**src/rtl/branch_predictor.sv**
```systemverilog
// branch_predictor
// Purpose: fetch-stage branch predictor. There is one table of 2-bit saturating
// counters, indexed by pc[IW+1:2]. A lookup is registered with one cycle of
// latency. A resolved-branch update that targets the same index as the lookup
// is bypassed into that lookup (write-first).
// Optional target buffer: define BRANCH_PREDICTOR_BTB_EN to add a valid bit,
// a tag and a target to every entry.
//
// Ports:
//   clk_i          clock, rising edge
//   rst_i          asynchronous active-low reset
//   lookup_valid_i fetch lookup request
//   lookup_pc_i    fetch PC
//   stall_i        hold all prediction outputs
//   flush_i        invalidate the registered prediction (wins over stall_i)
//   upd_valid_i    resolved-branch update strobe
//   upd_pc_i       PC of the resolved branch
//   upd_taken_i    actual outcome
//   upd_target_i   actual target
//   pred_valid_o   registered prediction is valid
//   pred_taken_o   predicted taken
//   pred_hit_o     target-buffer hit (0 without the target buffer)
//   pred_target_o  predicted target (0 without the target buffer)
module branch_predictor #(
    parameter int         ENTRIES  = 64,
    parameter int         ADDR_W   = 32,
    parameter logic [1:0] CTR_INIT = 2'b01
) (
    input  logic              clk_i,
    input  logic              rst_i,
    input  logic              lookup_valid_i,
    input  logic [ADDR_W-1:0] lookup_pc_i,
    input  logic              stall_i,
    input  logic              flush_i,
    input  logic              upd_valid_i,
    input  logic [ADDR_W-1:0] upd_pc_i,
    input  logic              upd_taken_i,
    input  logic [ADDR_W-1:0] upd_target_i,
    output logic              pred_valid_o,
    output logic              pred_taken_o,
    output logic              pred_hit_o,
    output logic [ADDR_W-1:0] pred_target_o
);
    localparam int IW = $clog2(ENTRIES);
    localparam int TW = ADDR_W - IW - 2;

    logic [1:0]    ctr [ENTRIES];
    logic [IW-1:0] lk_idx;
    logic [IW-1:0] up_idx;
    logic [1:0]    up_ctr_next;
    logic [1:0]    lk_ctr;
    logic          bypass;

    logic              hit_c;
    logic              taken_c;
    logic [ADDR_W-1:0] target_c;

    assign lk_idx = lookup_pc_i[IW+1:2];
    assign up_idx = upd_pc_i[IW+1:2];
    assign bypass = upd_valid_i && (up_idx == lk_idx);

    always_comb begin
        up_ctr_next = ctr[up_idx];
        if (upd_taken_i && ctr[up_idx] != 2'd3) begin
            up_ctr_next = ctr[up_idx] + 2'd1;
        end else if (!upd_taken_i && ctr[up_idx] != 2'd0) begin
            up_ctr_next = ctr[up_idx] - 2'd1;
        end
    end

    // Write-first: a same-index update is visible to the lookup in this cycle.
    assign lk_ctr = bypass ? up_ctr_next : ctr[lk_idx];

    always_ff @(posedge clk_i or negedge rst_i) begin
        if (!rst_i) begin
            for (int i = 0; i < ENTRIES; i++) begin
                ctr[i] <= CTR_INIT;
            end
        end else if (upd_valid_i) begin
            ctr[up_idx] <= up_ctr_next;
        end
    end

`ifdef BRANCH_PREDICTOR_BTB_EN
    logic              btb_v   [ENTRIES];
    logic [TW-1:0]     btb_tag [ENTRIES];
    logic [ADDR_W-1:0] btb_tgt [ENTRIES];
    logic              bypass_w;
    logic              lk_v;
    logic [TW-1:0]     lk_tag;
    logic              unused_pc_bits;

    // A not-taken update leaves the entry alone, so it is only bypassed when taken.
    assign bypass_w = bypass && upd_taken_i;
    assign lk_v     = bypass_w ? 1'b1 : btb_v[lk_idx];
    assign lk_tag   = bypass_w ? upd_pc_i[ADDR_W-1:IW+2] : btb_tag[lk_idx];
    assign target_c = bypass_w ? upd_target_i : btb_tgt[lk_idx];
    assign hit_c    = lk_v && (lk_tag == lookup_pc_i[ADDR_W-1:IW+2]);
    assign taken_c  = hit_c && lk_ctr[1];
    assign unused_pc_bits = ^{lookup_pc_i[1:0], upd_pc_i[1:0]};

    always_ff @(posedge clk_i or negedge rst_i) begin
        if (!rst_i) begin
            for (int i = 0; i < ENTRIES; i++) begin
                btb_v[i]   <= 1'b0;
                btb_tag[i] <= '0;
                btb_tgt[i] <= '0;
            end
        end else if (upd_valid_i && upd_taken_i) begin
            btb_v[up_idx]   <= 1'b1;
            btb_tag[up_idx] <= upd_pc_i[ADDR_W-1:IW+2];
            btb_tgt[up_idx] <= upd_target_i;
        end
    end
`else
    logic unused_pc_bits;

    // Direction only: decode computes the target.
    assign hit_c    = 1'b0;
    assign taken_c  = lk_ctr[1];
    assign target_c = '0;
    assign unused_pc_bits = ^{lookup_pc_i[ADDR_W-1:IW+2], lookup_pc_i[1:0],
                              upd_pc_i[ADDR_W-1:IW+2], upd_pc_i[1:0], upd_target_i};
`endif

    always_ff @(posedge clk_i or negedge rst_i) begin
        if (!rst_i) begin
            pred_valid_o  <= 1'b0;
            pred_taken_o  <= 1'b0;
            pred_hit_o    <= 1'b0;
            pred_target_o <= '0;
        end else if (flush_i) begin
            pred_valid_o  <= 1'b0;
            pred_taken_o  <= 1'b0;
            pred_hit_o    <= 1'b0;
            pred_target_o <= '0;
        end else if (!stall_i) begin
            if (lookup_valid_i) begin
                pred_valid_o  <= 1'b1;
                pred_taken_o  <= taken_c;
                pred_hit_o    <= hit_c;
                pred_target_o <= target_c;
            end else begin
                pred_valid_o  <= 1'b0;
                pred_taken_o  <= 1'b0;
                pred_hit_o    <= 1'b0;
                pred_target_o <= '0;
            end
        end
    end

endmodule

```
**config.mk**
```make
export PLATFORM = sky130hd
export DESIGN_NAME = branch_predictor
export DESIGN_NICKNAME = d
export VERILOG_FILES = /design/src/rtl/branch_predictor.sv
export SDC_FILE = /design/constraint.sdc
export NUM_CORES = 1
export LEC_CHECK = 0
export BUFFER_PORTS_ARGS = -buffer_cell sky130_fd_sc_hd__buf_2
export CORE_UTILIZATION = 40
export CTS_BUF_LIST = sky130_fd_sc_hd__clkbuf_16
export DETAILED_ROUTE_END_ITERATION = 7
export GPL_ROUTABILITY_DRIVEN = 0
export SYNTH_ARGS = -nofsm -noshare
export SYNTH_HDL_FRONTEND = slang
export SYNTH_SLANG_ARGS = --single-unit
```
**constraint.sdc**
```tcl
create_clock -name clk_i -period 2.8 [get_ports clk_i]
set_input_delay 0.28 -clock clk_i [delete_from_list [all_inputs] [get_ports clk_i]]
set_output_delay 0.28 -clock clk_i [all_outputs]
set_load 0.1 [all_outputs]
```
---- After elaboration in Yosys (flattened, before gate mapping) ----
Index checks and enable logic that the tools add are counted.
word-level totals
  bits in registers ....................... 163
  bits of input ports ..................... 103
  word-level logic and storage cells ...... 106
cells by class
  $add $sub $neg .......................... 2
  $lt $le $gt $ge ......................... 3
  equal/unequal tests ..................... 3
  multiplexer cells ....................... 22
  bitwise logic cells ..................... 2
  reductions and logical operators ........ 6
operators with widths
  cell                   number
  $bwmux W128            1
  $mux W32               2
  $bmux W2 S6            2
  $mux W2                8
  $ge A7 B7 Y1 const B   2
  $not A6 Y7             2
  $demux W2 S6           1
  $mux W1                8
  $lt A7 B1 Y1 const B   1
  $eq A6 B6 Y1           1
  $logic_and A1 B1 Y1    4
  $add A2 B1 Y2 const B  1
  $ne A2 B1 Y1 const B   1
  $ne A2 B2 Y1 const B   1
  $reduce_bool A2 Y1     1
  $sub A2 B1 Y2 const B  1
  $logic_not A1 Y1       1

---- Longest topological paths before layout ----
Gate-level depths: netlist of the first run.
  depth in word-level cells ............... 12
  gate-level depth with buffers ........... 15
  gate-level depth less buffers ........... 11

---- Least setup slack after synthesis of the first run ----
Ideal clock, no wire load.
  kind .................................... input to register
  from .................................... input port upd_pc_i[3]
  to ...................................... register ctr[102] (netlist bit)
  library setup time ...................... 0.060 ns
  data arrival time ....................... 2.836 ns
  required time ........................... 2.740 ns
  slack ................................... -0.096 ns
  stages on the path ...................... 13
  buffers on the path ..................... 3
  cell sequence ........................... buf_6 nor2b_4 buf_6 a22o_1 a2111oi_2 o22ai_1 nor3_2 inv_1 ha_1 a21boi_0 xor2_2 clkbuf_1 mux2_2
between the ends
  cells in the longest elaborated chain, start to end .. 9
RTL lines
  item                                                                   RTL line  text
  from (decl)                                                            36        input logic [ADDR_W-1:0] upd_pc_i,
  $not A6 Y7 (implied by the code) (*)                                   --
  parallel branches: the longest is 7 deep, another holds $sub A2 B1 Y2  --
  $bwmux W128 (*)                                                        80        ctr[up_idx] <= up_ctr_next;
  to (signal, indexed assignment)                                        80
  to (decl)                                                              47        logic [1:0] ctr [ENTRIES];
Every way passes the cells marked *. The select of a mux whose other input is x is not followed.
A chain may end at the register's enable or synchronous reset.

---- Final worst setup path of the first run ----
  from .................................... register ctr[66] (netlist bit)
  to ...................................... register ctr[57] (netlist bit)
between the ends
  cells in the longest elaborated chain, start to end .. 8
RTL lines
  item                                                                   RTL line  text
  $bmux W2 S6 (*)                                                        --
  $mux W2 (implied by the code) (*) (2 in a row)                         --
  parallel branches: the longest is 3 deep, another holds $sub A2 B1 Y2  --
  $mux W2 (*)                                                            64        if (upd_taken_i && ctr[up_idx] != 2'd3) begin
  $bwmux W128 (*)                                                        80
Marked as above.

==> impl_metrics.env, run 1 <==
export IMPL_fin_skew_ns=0.0112
export IMPL_hold_class="in -> reg"
export IMPL_ys_top_cells_by_count="mux2_2, dfrtp_1, dfstp_2"
export IMPL_layout_drive_gt1_share_pct=59.2
export IMPL_synthArstFlopShare_pct=100
export IMPL_whs_ns=0.0462
export IMPL_antenna_found_initial=0
export IMPL_drt_initial_drc_count=467
export IMPL_worstHoldPathCells=2
export IMPL_yosysSeqAreaShare_pct=44.1
export IMPL_grt_overflow_total=0
export IMPL_finalHoldViolations=0
export IMPL_reg2reg_slack_ns=-0.001
export IMPL_cp_data_arrival_time_ns=3.11
export IMPL_ys_types=63
export IMPL_outcome="finished, violations left"
export IMPL_cp_required_ns=3.11
export IMPL_crit_reg2reg_launch="ctr[66]$_DFFE_PN1P_"
export IMPL_synth_top_area_share_pct=22.3
export IMPL_dpl_cell_count=956
export IMPL_hpwl_mm=16.3
export IMPL_r2r_end="ctr[57]$_DFFE_PN0P_"
export IMPL_cp_slowest_cell="dfstp_2"
export IMPL_ys_ff_latch=130
export IMPL_yosys_warnings=0
export IMPL_cp_top_family="compound AO/OA/AOI/OAI gates"
export IMPL_cts_sinks=130
export IMPL_root_buffer="clkbuf_16"
export IMPL_synth_edf_count=0
export IMPL_dr_pass1_iters=7
export IMPL_period_needed_ns=2.80
export IMPL_yosysTopAreaCell="dfstp_2"
export IMPL_clk_pin_slew_ns=0.06
export IMPL_grt_pass1_wl_mm=35.4
export IMPL_rows=49
export IMPL_p_per_area_nw_per_um2=751
export IMPL_cts_tree="yes"
export IMPL_grt_max_degree=66
export IMPL_die_h_um=139
export IMPL_netlist_area_um2=7550
export IMPL_peakVddDrop_mv=0.550
export IMPL_place_area_um2=8740
export IMPL_instances_no_fill=998
export IMPL_worst_pin_slew_ns=0.856
export IMPL_hp_start="flush_i"
export IMPL_io_pins=138
export IMPL_die_area_um2=19400
export IMPL_finalCritPeriodShare_pct=100
export IMPL_path_cells="mux2_4 -> a221oi_4 -> o221ai_2 -> a22oi_2 -> nand4_2 -> inv_2 -> ha_4 -> nand2b_4 -> o22ai_4 -> a311oi_4 -> buf_6 -> buf_12 -> mux2_4"
export IMPL_reg2reg_depth=13
export IMPL_ctsLongestPathBuffers=2
export IMPL_routed_wl_mm=22.7
export IMPL_max_freq_mhz=357
export IMPL_synthMostInstantiatedCell="mux2_2"
export IMPL_finalInstanceArea_um2=9730
export IMPL_final_antenna_net_count=0
export IMPL_vias_per_cell=5.75
export IMPL_netlist_instances=615
export IMPL_violations="negative setup slack"
export IMPL_die_w_um=139
export IMPL_leakage_nw=4.26
export IMPL_synth_top_cells_by_area="dfstp_2, dfrtp_1, mux2_2, mux4_2, buf_4"
export IMPL_critPathBufInv=3
export IMPL_portBuffers=20
export IMPL_rsz0062_at_grt="yes"
export IMPL_setup_slack_ns=-0.00135
export IMPL_final_util_pct=53.4
export IMPL_cp_common_cell="mux2_4"
export IMPL_grt_pass1_vias=6074
export IMPL_nNetsFinal=861
export IMPL_synth_area_per_cell_um2=12.3
export IMPL_finalPower_w=0.00730
export IMPL_min_to="pred_valid_o$_DFFE_PN0P_"
export IMPL_cts_buffers=17
export IMPL_track_usage_pct=24.6
export IMPL_area_growth_pct=28.7
export IMPL_drt_wirelength_per_cell_um=22.8
export IMPL_clock_latency_ns=0.43
export IMPL_cp_max_fo=14
export IMPL_max_stage_delay_ns=0.37
export IMPL_start_util_pct=41.5
export IMPL_slew_headroom_pct=43.0
export IMPL_slew_violations=0
export IMPL_cp_end_kind="register"
export IMPL_core_area_um2=18200
export IMPL_via_count=5739
export IMPL_synthFlopType="dfrtp_1"
export IMPL_start_kind="register"
export IMPL_max_cap_viol_count=0
export IMPL_cts_htree_levels=4
export IMPL_setup_violations=2
export IMPL_diodes=0
export IMPL_crit_type="reg -> reg"
export IMPL_drc=0
[logic make-up after synthesis]
family,share of synthesized area [%]
flops,44.1
xor+xnor,0.911
compound gates,7.09
fa+ha+maj,0.331
other cells,0.0496
buf+inv,7.37
simple gates,9.71
mux,30.4
[cell usage in the layout, fill, tap and decap left out, drive strengths merged, types with 3 or more instances in the layout]
cell type    n
a211oi       4
a21oi        8
a221oi      12
a22o         7
a22oi        7
and3         7
buf        166
bufinv       5
clkbuf      17
clkinv       6
conb        33
dfrtp       66
dfstp       64
inv          7
mux2       135
mux2i       17
mux4        27
nand2       45
nand2b       8
nand3        9
nand3b       9
nand4        3
nor2        40
nor2b        4
nor3         4
nor3b        3
o22ai       10
or2          3
or3b         3
xnor2        3
xor2         4
[worst reg2reg max path, stage by stage (launching register included)]
cell and delay (ns):
dfstp_2 0.37, mux2_4 0.29, a221oi_4 0.30, o221ai_2 0.15, a22oi_2 0.21, nand4_2 0.11, inv_2 0.09, ha_4 0.21
nand2b_4 0.14, o22ai_4 0.16, a311oi_4 0.08, buf_6 0.16, buf_12 0.14, mux2_4 0.26
[through the flow]
stage / TNS [ns] / worst slack [ns]
floorplan: 0 / 0.00237
global placement: -85.79 / -0.699
detailed placement: -86.60 / -0.691
CTS: -0.902 / -0.0249
global route: -6.16 / -0.0947
finish: -0.00138 / -0.00135
[worst max-delay path by stage]
stage | startpoint | to | slack (ns) | cells past startpoint
2_1_floorplan | upd_pc_i[2] | ctr[111]$_DFFE_PN0P_ | 0.002 | 14
3_3_place_gp | upd_pc_i[3] | ctr[18]$_DFFE_PN1P_ | -0.70 | 14
3_5_place_dp | upd_pc_i[2] | ctr[71]$_DFFE_PN0P_ | -0.69 | 15
4_1_cts | ctr[109]$_DFFE_PN0P_ | ctr[30]$_DFFE_PN1P_ | -0.02 | 11
5_1_grt | ctr[66]$_DFFE_PN1P_ | ctr[13]$_DFFE_PN0P_ | -0.09 | 13
6_report | ctr[66]$_DFFE_PN1P_ | ctr[57]$_DFFE_PN0P_ | -0.001 | 13
[flip-flops by register name (all words and copies together), names as in the netlist]
name,count
pred_taken_o,1
pred_valid_o,1
ctr,128
[power breakdown]
group | internal, W | switching [W] | total [W]
clock network | 0.00155 | 0.000824 | 0.00238
registers | 0.00248 | 0.000283 | 0.00276
logic | 0.00110 | 0.00106 | 0.00216
[layer usage]
| layer | vias to the layer above | wire length [um] | GRT usage [%] |
|---|---|---|---|
| met3 | 41 | 1880 | 5.68 |
| met2 | 303 | 10500 | 38.2 |
| met4 | 0 | 543 | 10.1 |
| met5 | - | 0 | 0 |
| met1 | 2915 | 9820 | 33.1 |
| li1 | 2480 | - | - |
[final cells by class]
cell class	count	area [um^2]
flip-flops and latches	130	3330
clock inverters	15	199
repair buffers	167	1360
well taps	229	287
multi-input cells	435	4100
clock buffers	17	425
fillers	1527	8480
inverters	5	18.8
[repair_timing]
item | in CTS | in global routing
hold buffers | 1 | 0
pin swaps | 14 | 8
setup endpoints to repair | 129 | 129
endpoints found under the hold margin | 25 | 0
setup buffers | 10 | 1
gates resized for setup | 37 | 27
Note: power is estimated with default switching activity, not from simulation.
==> inputs of run 2 (changes only) <==
--- a/config.mk
+++ b/config.mk
@@ -10,6 +10,7 @@
 export CTS_BUF_LIST = sky130_fd_sc_hd__clkbuf_16
 export DETAILED_ROUTE_END_ITERATION = 7
 export GPL_ROUTABILITY_DRIVEN = 0
+export SETUP_SLACK_MARGIN = 0.02
 export SYNTH_ARGS = -nofsm -noshare
 export SYNTH_HDL_FRONTEND = slang
 export SYNTH_SLANG_ARGS = --single-unit
==> run 2 against run 1 <==
Compared with the run above:
- the run still ends with negative setup slack left
- maximum frequency shrank 2.5%
- combinational power is essentially flat
- register-to-register slack lost 0.07 ns
- critical path type unchanged
- largest power group unchanged
- critical endpoint is now ctr[103]$_DFFE_PN0P_
==> impl_metrics.env, run 2 (same netlist as run 1, synthesis figures left out) <==
export IMPL_outcome="finished, violations left"
export IMPL_violations="negative setup slack"
export IMPL_finalCritPeriodShare_pct=103
export IMPL_cts_sinks=130
export IMPL_cp_end_kind="register"
export IMPL_cp_slowest_cell="a221oi_1"
export IMPL_drt_initial_drc_count=530
export IMPL_cts_buffers=17
export IMPL_portBuffers=20
export IMPL_final_antenna_net_count=0
export IMPL_die_w_um=139
export IMPL_rows=49
export IMPL_slew_headroom_pct=58.4
export IMPL_die_area_um2=19400
export IMPL_vias_per_cell=5.85
export IMPL_grt_pass1_vias=5830
export IMPL_fin_skew_ns=0.0100
export IMPL_period_needed_ns=2.87
export IMPL_finalPower_w=0.00716
export IMPL_p_per_area_nw_per_um2=761
export IMPL_critPathBufInv=2
export IMPL_dr_pass1_iters=5
export IMPL_crit_reg2reg_launch="ctr[117]$_DFFE_PN0P_"
export IMPL_via_count=5567
export IMPL_grt_overflow_total=0
export IMPL_clock_latency_ns=0.43
export IMPL_instances_no_fill=951
export IMPL_peakVddDrop_mv=0.434
export IMPL_seq_area_um2=3330
export IMPL_final_cell_mix="buf_4, mux2_2, dfrtp_1"
export IMPL_max_freq_mhz=348
export IMPL_routed_wl_mm=22.3
export IMPL_final_common_cell="buf_4"
export IMPL_setup_worst_path_start="ctr[117]$_DFFE_PN0P_"
export IMPL_grt_pass1_wl_mm=34.9
export IMPL_max_cap_viol_count=0
export IMPL_setup_slack_ns=-0.0722
export IMPL_finalHoldViolations=0
export IMPL_nNetsFinal=814
export IMPL_cts_tree="yes"
export IMPL_setup_violations=88
export IMPL_crit_type="reg -> reg"
export IMPL_die_h_um=139
export IMPL_slew_violations=0
export IMPL_critical_path_depth=11
export IMPL_worst_pin_slew_ns=0.624
export IMPL_diodes=0
export IMPL_drt_wirelength_per_cell_um=23.5
export IMPL_endpoint="ctr[103]$_DFFE_PN0P_"
export IMPL_area_growth_pct=24.4
export IMPL_max_stage_delay_ns=0.44
export IMPL_path_cells="a22o_1 -> a221oi_1 -> o22ai_2 -> nor3_4 -> ha_4 -> nand2b_4 -> o22ai_4 -> a311oi_4 -> buf_6 -> buf_12 -> mux2_2"
export IMPL_hold_class="in -> reg"
export IMPL_cp_top_family="compound AO/OA/AOI/OAI gates"
export IMPL_layout_drive_gt1_share_pct=54.8
export IMPL_largest_register="ctr"
export IMPL_cp_data_arrival_time_ns=3.18
export IMPL_hpwl_mm=15.1
export IMPL_io_pins=138
export IMPL_ctsLongestPathBuffers=2
export IMPL_track_usage_pct=24.2
export IMPL_fillers=1540
export IMPL_largest_reg_flops=128
export IMPL_top_regs="ctr (128), pred_taken_o (1), pred_valid_o (1)"
export IMPL_cts_htree_levels=4
export IMPL_antenna_found_initial=1
export IMPL_rsz0062_at_grt="yes"
export IMPL_reg2reg_depth=11
export IMPL_dpl_cell_count=908
export IMPL_core_area_um2=18200
export IMPL_start_util_pct=41.5
export IMPL_root_buffer="clkbuf_16"
export IMPL_leakage_nw=4.07
export IMPL_drc=0
export IMPL_r2r_end="ctr[103]$_DFFE_PN0P_"
export IMPL_multi_input_area_um2=4150
export IMPL_final_util_pct=51.6
export IMPL_grt_max_degree=62
export IMPL_cp_required_ns=3.10
export IMPL_clk_pin_slew_ns=0.06
export IMPL_cp_max_fo=17
export IMPL_reg2reg_slack_ns=-0.07
export IMPL_start_kind="register"
run 2: cell count changes in the layout (fill, tap and decap cells not counted), moves of 3 or more:
cell and change:
buf_12 -5, a221oi_1 +3, mux2_2 -34, mux2_4 +34, buf_4 -48
run 2: final cells by class:
cell class | count | share of cell area (%)
Multi-Input combinational cell | 435 | 44.2
Clock buffer | 17 | 4.53
Sequential cell | 130 | 35.5
Tap cell | 229 | 3.05
Clock inverter | 15 | 1.58
Inverter | 5 | 0.200
Timing Repair Buffer | 120 | 11.0
run 2: worst min path at each step:
stage,depth (start not counted),slack (ns),to,start
finish,2,0.05,pred_valid_o$_DFFE_PN0P_,flush_i
global route,2,0.03,pred_valid_o$_DFFE_PN0P_,flush_i
CTS,2,0.03,pred_valid_o$_DFFE_PN0P_,flush_i
detailed placement,1,0.24,ctr[95]$_DFFE_PN0P_,rst_i
global placement,1,0.24,ctr[89]$_DFFE_PN0P_,rst_i
floorplan,0,-0.02,ctr[101]$_DFFE_PN0P_,rst_i
run 2: layer usage:
layer  track usage [%]  part of all wire (%)
met4              8.77                   2.6
met1              32.2                    42
met2              37.3                    46
met5                 0                 0.058
met3              7.43                   8.8
run 2: metrics by stage:
step / hold slack (ns) / cell area, um^2 / setup slack [ns] / TNS [ns]
6_report: 0.0459 / 9400 / -0.0722 / -2.77
3_3_place_gp: 0.237 / 8290 / -0.641 / -79.04
3_5_place_dp: 0.242 / 8290 / -0.658 / -80.56
4_1_cts: 0.0256 / 9300 / -0.0699 / -2.42
2_1_floorplan: -0.0156 / 7690 / 0.0248 / 0
5_1_grt: 0.0327 / 9400 / -0.197 / -16.67
run 2: what timing repair did:
item / in CTS / in global routing
gates cloned: 4 / 2
endpoints found under the setup margin: 129 / 129
hold buffers: 1 / 0
resized for setup: 71 / 22
pin swaps: 6 / 4
buffers inserted: 5 / 3
endpoints found under the hold margin: 14 / 0
run 2: where the power goes:
group	internal, W	total (W)	switching [W]
Sequential	0.00248	0.00282	0.000341
Clock	0.00137	0.00220	0.000829
Combinational	0.00110	0.00213	0.00103
